[src/rtl/ai_move_engine.sv]
// Sequential tic-tac-toe move generator for an NxN board. Rule priority:
// win > block > centre > corner > first empty. One board line is scanned per cycle.
module ai_move_engine #(
  parameter int N = 3,
  localparam int CELLS = N * N
) (
  input  logic             clk,
  input  logic             rst_n,
  input  logic             start,
  input  logic             ai_is_x,
  input  logic [CELLS-1:0] x_state,
  input  logic [CELLS-1:0] o_state,
  output logic             busy,
  output logic             done,
  output logic [CELLS-1:0] move,
  output logic             err
);

  localparam int L  = 2 * N + 2;
  localparam int IW = $clog2(L);
  localparam logic [IW-1:0] LastIdx = IW'(L - 1);
  localparam int Centre = CELLS - 1 - ((N / 2) * N + N / 2);

  localparam logic [2:0] StIdle    = 3'd0;
  localparam logic [2:0] StCheck   = 3'd1;
  localparam logic [2:0] StScanWin = 3'd2;
  localparam logic [2:0] StScanBlk = 3'd3;
  localparam logic [2:0] StPick    = 3'd4;
  localparam logic [2:0] StDone    = 3'd5;

  // Line k: rows 0..N-1, columns N..2N-1, main diagonal 2N, anti-diagonal 2N+1.
  function automatic logic [CELLS-1:0] mask_of(input int k);
    logic [CELLS-1:0] m;
    m = '0;
    for (int j = 0; j < N; j++) begin
      if (k < N)           m[CELLS-1-(k*N+j)]         = 1'b1;
      else if (k < 2 * N)  m[CELLS-1-(j*N+(k-N))]     = 1'b1;
      else if (k == 2 * N) m[CELLS-1-(j*N+j)]         = 1'b1;
      else                 m[CELLS-1-(j*N+(N-1-j))]   = 1'b1;
    end
    return m;
  endfunction

  function automatic int popcount(input logic [CELLS-1:0] v);
    int n;
    n = 0;
    for (int i = 0; i < CELLS; i++) n += int'(v[i]);
    return n;
  endfunction

  // Highest set bit is the lowest row-major cell.
  function automatic logic [CELLS-1:0] first_empty(input logic [CELLS-1:0] v);
    logic [CELLS-1:0] r;
    r = '0;
    for (int i = 0; i < CELLS; i++) begin
      if (v[i]) begin
        r    = '0;
        r[i] = 1'b1;
      end
    end
    return r;
  endfunction

  logic [CELLS-1:0] line_mask [L];
  for (genvar k = 0; k < L; k++) begin : g_mask
    assign line_mask[k] = mask_of(k);
  end

  logic [2:0]       state_q, state_d;
  logic [IW-1:0]    idx_q, idx_d;
  logic [CELLS-1:0] x_q, x_d, o_q, o_d, move_q, move_d;
  logic             ai_x_q, ai_x_d, err_q, err_d;

  logic [CELLS-1:0] own, opp, empty, cur_line, pick;
  logic             own_hit, opp_hit;

  always_comb begin
    own      = ai_x_q ? x_q : o_q;
    opp      = ai_x_q ? o_q : x_q;
    empty    = ~(x_q | o_q);
    cur_line = line_mask[idx_q];
    own_hit  = (popcount(own & cur_line) == N - 1) && (popcount(empty & cur_line) == 1);
    opp_hit  = (popcount(opp & cur_line) == N - 1) && (popcount(empty & cur_line) == 1);

    pick = '0;
    if ((N % 2 == 1) && empty[Centre]) pick[Centre]  = 1'b1;
    else if (empty[CELLS-1])           pick[CELLS-1] = 1'b1;
    else if (empty[CELLS-N])           pick[CELLS-N] = 1'b1;
    else if (empty[N-1])               pick[N-1]     = 1'b1;
    else if (empty[0])                 pick[0]       = 1'b1;
    else                               pick          = first_empty(empty);
  end

  always_comb begin
    state_d = state_q;
    idx_d   = idx_q;
    x_d     = x_q;
    o_d     = o_q;
    ai_x_d  = ai_x_q;
    move_d  = move_q;
    err_d   = err_q;
    unique case (state_q)
      StIdle: begin
        if (start) begin
          x_d     = x_state;
          o_d     = o_state;
          ai_x_d  = ai_is_x;
          move_d  = '0;
          err_d   = 1'b0;
          idx_d   = '0;
          state_d = StCheck;
        end
      end
      StCheck: begin
        // Terminal boards pass through PICK so DONE lands one edge later.
        if ((x_q & o_q) != '0) begin
          err_d   = 1'b1;
          state_d = StPick;
        end else if (&(x_q | o_q)) begin
          state_d = StPick;
        end else begin
          idx_d   = '0;
          state_d = StScanWin;
        end
      end
      StScanWin: begin
        if (own_hit) begin
          move_d  = empty & cur_line;
          state_d = StDone;
        end else if (idx_q == LastIdx) begin
          idx_d   = '0;
          state_d = StScanBlk;
        end else begin
          idx_d = idx_q + 1'b1;
        end
      end
      StScanBlk: begin
        if (opp_hit) begin
          move_d  = empty & cur_line;
          state_d = StDone;
        end else if (idx_q == LastIdx) begin
          idx_d   = '0;
          state_d = StPick;
        end else begin
          idx_d = idx_q + 1'b1;
        end
      end
      StPick: begin
        move_d  = err_q ? '0 : pick;
        state_d = StDone;
      end
      StDone:  state_d = StIdle;
      default: state_d = StIdle;
    endcase
  end

  always_ff @(posedge clk or negedge rst_n) begin
    if (!rst_n) begin
      state_q <= StIdle;
      idx_q   <= '0;
      x_q     <= '0;
      o_q     <= '0;
      ai_x_q  <= 1'b0;
      move_q  <= '0;
      err_q   <= 1'b0;
    end else begin
      state_q <= state_d;
      idx_q   <= idx_d;
      x_q     <= x_d;
      o_q     <= o_d;
      ai_x_q  <= ai_x_d;
      move_q  <= move_d;
      err_q   <= err_d;
    end
  end

  assign busy = (state_q != StIdle);
  assign done = (state_q == StDone);
  assign move = move_q;
  assign err  = err_q;

endmodule

[config.mk]
export PLATFORM = sky130hd
export DESIGN_NAME = ai_move_engine
export DESIGN_NICKNAME = d
export VERILOG_FILES = /design/src/rtl/ai_move_engine.sv
export SDC_FILE = /design/constraint.sdc
export NUM_CORES = 1
export LEC_CHECK = 0
export ABC_AREA = 1
export ABC_CLOCK_PERIOD_IN_PS = 8430
export CAP_MARGIN = 40
export CORE_MARGIN = 8
export CORE_UTILIZATION = 45
export DETAILED_ROUTE_END_ITERATION = 10
export PLACE_DENSITY = 0.67
export SLEW_MARGIN = 5
export SYNTH_ARGS = -nofsm -noshare
export SYNTH_HDL_FRONTEND = slang
export SYNTH_SLANG_ARGS = --single-unit
[constraint.sdc]
create_clock -name clk -period 8.43 [get_ports clk]
set_input_delay 2.1075 -clock clk [delete_from_list [all_inputs] [get_ports clk]]
set_output_delay 2.1075 -clock clk [all_outputs]
set_load 0.01 [all_outputs]
=== Word level (Yosys, flattened, before mapping) ===
Memory sizes are Yosys's and may differ from the RTL's.
Index checks and enable logic that the tools add are counted.
W data, S select, Z words.

* Bits in read-only memories: 72
* Output and inout bits: 12
* Memories kept: 1
* Bits in registers: 35
* Word-level logic and storage cells: 127
* Input bits: 22

* Magnitude comparators: 1
* Multiplexer cells: 53
* Bitwise gates (word level): 7
* Reduce and logical (&&, ||, !) cells: 14
* $add $sub $neg: 25
* Equality and inequality tests: 19

{| class="wikitable"
|+ Memory list
! memory !! depth !! bits a word !! read ports !! clocked after Yosys merged registers in !! write ports !! line !! source
|-
| (no name shown) || 8 || 9 || 1 || 0 || 0 || 81 || <nowiki>cur_line = line_mask[idx_q];</nowiki>
|}

{| class="wikitable"
|+ Operator list
! operator !! count
|-
| $mux W9 || 16
|-
| $mux W8 || 6
|-
| $mux W3 || 13
|-
| $and A9 B9 Y9 || 4
|-
| $pmux W9 S4 || 1
|-
| $add A8 B1 Y9 || 3
|-
| $add A7 B1 Y8 || 3
|-
| $add A6 B1 Y7 || 3
|-
| $add A5 B1 Y6 || 3
|-
| $eq A9 B2 Y1 const B || 2
|-
| $ne A2 B2 Y1 const B || 8
|-
| $add A4 B1 Y5 || 3
|-
| $pmux W3 S5 || 1
|-
| $add A3 B1 Y4 || 3
|-
| $mux W6 || 2
|-
| $pmux W3 S4 || 1
|-
| $add A2 B1 Y3 || 3
|-
| $eq A3 B3 Y1 const B || 3
|-
| $eq A9 B1 Y1 const B || 1
|-
| $not A9 Y9 || 1
|-
| $or A9 B9 Y9 || 1
|-
| $reduce_and A9 Y1 || 1
|-
| $reduce_bool A9 Y1 || 1
|-
| $mux W4 || 2
|-
| other kinds (19) || 34
|}

=== Longest topological paths before layout ===
* Depth in word-level cells: 22
* Gate-level depth with buffers: 21
* Mapped depth without buffers: 21

=== Worst setup path before layout ===
No wires, ideal clock.

* Path kind: reg-to-reg
* Start: register idx_q[0]
* End: register move_q[8], in the netlist move[8]
* Data arrival time: 4.455 ns
* Slack: 3.854 ns
* Required time: 8.309 ns
* Buffers on the path: 1
* Library setup time: 0.121 ns
* Cell stages (with the launch flop): 22
* Period minus slack after synthesis: 4.576 ns
* Cells stage by stage: dfrtp_1 -> inv_1 -> ha_1 -> inv_1 -> a21oi_1 -> inv_1 -> a211oi_1 -> fa_1 -> fa_1 -> fa_1 -> inv_1 -> fa_1 -> fa_1 -> inv_1 -> nand2_1 -> nor2_1 -> nand4_1 -> nand2_1 -> nand3_2 -> buf_6 -> nand2_1 -> o21ai_2

* Word-level cells in the longest chain between the ends: 17
* Elaborated cells on any way between the ends: 42
* Classes of those cells: add/sub (24); eq/ne (5); mux (5); bitwise (4); reduce/logical (3); memory (1)

{| class="wikitable"
|+ Ends and longest elaborated chain
! item !! line !! source
|-
| from (decl) || 70 || <nowiki>logic [IW-1:0] idx_q, idx_d;</nowiki>
|-
| from (signal assigned) || 168 || <nowiki>idx_q <= idx_d;</nowiki>
|-
| $not A3 Y4 (not written as such) (*) || 81 ||
|-
| $mem_v2 Z8 W9 (*) || n/a ||
|-
| $mux W9 (not written as such) (*) (2 in series) || 81 ||
|-
| $and A9 B9 Y9 (on tied branches) || 83, 82, 128 ||
|-
| $add A1 B1 Y2 || 47 || <nowiki>for (int i = 0; i < CELLS; i++) n += int'(v[i]);</nowiki>
|-
| $add A2 B1 Y3 || 47 ||
|-
| $add A3 B1 Y4 || 47 ||
|-
| $add A4 B1 Y5 || 47 ||
|-
| $add A5 B1 Y6 || 47 ||
|-
| $add A6 B1 Y7 || 47 ||
|-
| $add A7 B1 Y8 || 47 ||
|-
| $add A8 B1 Y9 || 47 ||
|-
| $eq A9 B2 Y1, or another cell as far along || 83 || <nowiki>opp_hit = (popcount(opp & cur_line) == N - 1) && (popcount(empty & cur_line) == 1);</nowiki>
|-
| $logic_and A1 B1 Y1 (on tied branches) || 83, 82 ||
|-
| $ne A2 B2 Y1 (no line) || n/a ||
|-
| $reduce_and A4 Y1 (no line) || n/a ||
|-
| to (signal assigned) || 172 || <nowiki>move_q <= move_d;</nowiki>
|-
| to (decl) || 71 || <nowiki>logic [CELLS-1:0] x_q, x_d, o_q, o_d, move_q, move_d;</nowiki>
|}

Every way passes the cells marked *; elsewhere a longest branch is shown, timed or not. The select of a mux whose other input is x is not followed.
A chain may end at the register's enable or synchronous reset.

=== Worst setup path in the final report ===
* Start: register idx_q[0]
* End: register move_q[3], in the netlist move[3]

Same word-level chain as after synthesis.

==> impl_results.md <==
* # hold bufs at CTS at 0
* Sequential fraction of the synthesis area at 0.3096
* DRC at 0
* Drt first pass iters at 4
* Post-CTS setup buffer count at 0
* Post-detail-place hpwl at 5694 µm
* Post-Syn Instances at 405
* Reg2reg path depth at 21
* Crit Reg-Reg Endpoint: move[3]
* Layout Nets at 485
* Share of cells above drive strength 1 at 0.05492
* Congestion Overflow GR at 0
* Max Clk Rate at 191.3 MHz
* Max clock buf depth at 2
* Most frequent cells in the layout: nand2_1 (124), inv_1 (63), nor2_1 (49)
* Fin. Hold Viols at 0
* Die Wd at 95.29 µm
* Io pins at 34
* Hold path cells at 2
* Number of buffers added on ports at 33
* Area of the die at 0.009079 mm²
* Crit path DAT at 5.46 ns
* Placer congestion estimate at 0.9473
* Synth Warn # at 0
* Critical path fanouts, max at 12
* CTS Buf Count at 5
* Power Dens Cells at 463.5 mW/mm²
* Crit Reg-Reg Startpoint: idx_q[0]
* Total GRT Usage at 0.1717
* CTS tree: done
* CTS H-Tree Depth at 2
* Number of cells after detailed placement at 506
* Vias per cell at 5.084
* Worst skew pair latency at 0.29 ns
* First-pass GRT wire length at 12,100 µm
* Part of the cycle the worst path needs at 0.6200
* Effective utilization at floorplan at 0.4559
* Synth cell types at 25
* Initial DRC count at 166
* Area grow syn2layout at 18.05%
* Max_cap viols at 0
* RSZ-0062 raised after global routing: false
* Vias post-DR at 2,613
* Worst setup margin at 3.203 ns
* Critical Path RT at 8.66 ns
* Total negative slack at 0 ns
* # clock sinks at 35
* Final hold slack at 0.4804 ns
* CTS clk-pin slew, worst paths at 0.08 ns
* Mapped cell area at 0.002829 mm²
* Die height at 95.29 µm
* Initial antenna violation count at 0
* Final Max Slew Viols at 0
* Antenna-violating nets left at 0
* Worst rel slew slack at 0.5344
* Worst Hold Class: reg2reg
* DP Worst Slack at 3.214 ns
* Final Skew at 0.006550 ns
* Number of synthesized register bits at 35
* Largest net degree at the start of global routing at 38
* Tmin final at 5.227 ns
* Setup violations, final at 0
* Crit path launch type: register
* Vias in the first global route at 2,651
* Core ar. at 0.006205 mm²
* Overall routed net length at 7047 µm
* Leak at 1.679 nW
* Measured slew at the worst slew-check pin at 0.6967 ns
* Root buf cell: clkbuf_8
* Worst hold path startpoint: move[6]
* Peak supply drop at 0.0001857 V
* Syn_area_per_cell at 6.985 µm²
* Most common cell after layout, fill and taps aside: nand2_1
* Crit path kind: reg2reg
* Diode count at 0
* Routed WL per cell at 13.71 µm
* Num rows at 29
* Syn_nets at 454
* PostCTS Resize Cnt at 0
* R2R setup slack at 3.20 ns
* Status: finished, final reports clean
* Worst Hold Path EP: move[6]
* CP endpoint kind: register
* Cell Count, Final, Fillers Out at 514
## worst max-delay path, cell delays in order, from the launching register on
cell and delay, ns:
dfrtp_1 0.45, inv_1 0.19, ha_1 0.25, inv_1 0.10
a21oi_1 0.15, inv_1 0.10, a211oi_1 0.31, fa_1 0.50
fa_1 0.52, fa_1 0.55, inv_1 0.06, fa_1 0.46
fa_1 0.44, inv_1 0.07, nand2_1 0.04, nor2_1 0.14
nand4_1 0.15, nand2_1 0.12, nand3_2 0.23, inv_2 0.19
nand2_1 0.07, nand2_1 0.06
## report_power, final
group	total [mW]	switching [mW]	internal (mW)
Combinational	1.03	0.658	0.374
Clock	0.184	0.0652	0.118
Sequential	0.333	0.0892	0.244
## logic make-up (layout without fill, tap and decap cells)
group	after synthesis	in the layout	synth area share
flops	35	35	0.3096
simple gates	207	207	0.3043
compound gates	59	59	0.1181
fa+ha+maj	27	27	0.1592
buf+inv	77	109	0.1088
## state kept, by name (all words and copies together), names as in the netlist
register  cells
move          9
o_q           9
x_q           9
idx_q         3
state_q       3
ai_x_q        1
err           1
## how the worst max path moves through the flow
| stage | start | endpoint | slack (ns) | depth (start not counted) |
|---|---|---|---|---|
| floorplan | idx_q[0] | move[8] | 3.85 | 21 |
| global placement | idx_q[0] | move[1] | 3.28 | 21 |
| detailed placement | idx_q[0] | move[1] | 3.21 | 21 |
| CTS | idx_q[0] | move[1] | 3.16 | 21 |
| global route | idx_q[0] | move[1] | 2.77 | 21 |
| finish | idx_q[0] | move[3] | 3.20 | 21 |
## through the flow
stage,util,power [mW],instance area [µm²]
after global placement,0.5168,1.339,3207
after global routing,0.5382,1.756,3339
after CTS,0.5382,1.553,3339
after floorplan,-,1.112,2829
final,0.5382,1.548,3339
after detailed placement,0.5168,1.365,3207
## Yosys cell counts
| library cell | instances | area share |
|---|---|---|
| a21oi_1 | 15 | 0.027 |
| nor2_4 | 3 | 0.012 |
| nand3_1 | 15 | 0.027 |
| nor2_2 | 3 | 0.0066 |
| ha_1 | 12 | 0.053 |
| o211ai_1 | 2 | 0.0053 |
| nand2_1 | 124 | 0.16 |
| a211oi_1 | 7 | 0.019 |
| clkinv_1 | 1 | 0.0013 |
| inv_1 | 63 | 0.084 |
| nor2_1 | 49 | 0.065 |
| nor3_1 | 4 | 0.0071 |
| nor3_2 | 1 | 0.0035 |
| o21ai_0 | 31 | 0.055 |
| o21ai_2 | 3 | 0.0093 |
| o211a_1 | 1 | 0.0035 |
| nand4_1 | 5 | 0.011 |
| nand2_2 | 2 | 0.0044 |
| buf_6 | 2 | 0.0080 |
| buf_2 | 3 | 0.0053 |
| inv_2 | 3 | 0.0040 |
| clkbuf_1 | 5 | 0.0066 |
| fa_1 | 15 | 0.11 |
| dfrtp_1 | 35 | 0.31 |
| nand3_2 | 1 | 0.0035 |
## layout make-up
type	instances	area, µm²
Fill cell	635	2865
Multi-Input combinational cell	293	1645
Sequential cell	35	875.8
Timing Repair Buffer	34	337.8
Inverter	67	251.5
Tap cell	77	96.34
Clock buffer	6	72.57
Clock inverter	2	60.06
## layer usage
metal | part of all wire | routed length, µm | GRT usage | vias to the layer above
li1 | - | - | - | 1313
met4 | 0.019 | 134 | 0.06112 | 0
met2 | 0.49 | 3437 | 0.2900 | 65
met5 | 0 | 0 | 0 | -
met3 | 0.058 | 409 | 0.03701 | 11
met1 | 0.44 | 3066 | 0.2104 | 1224
Note: power is estimated with default switching activity, not from simulation.
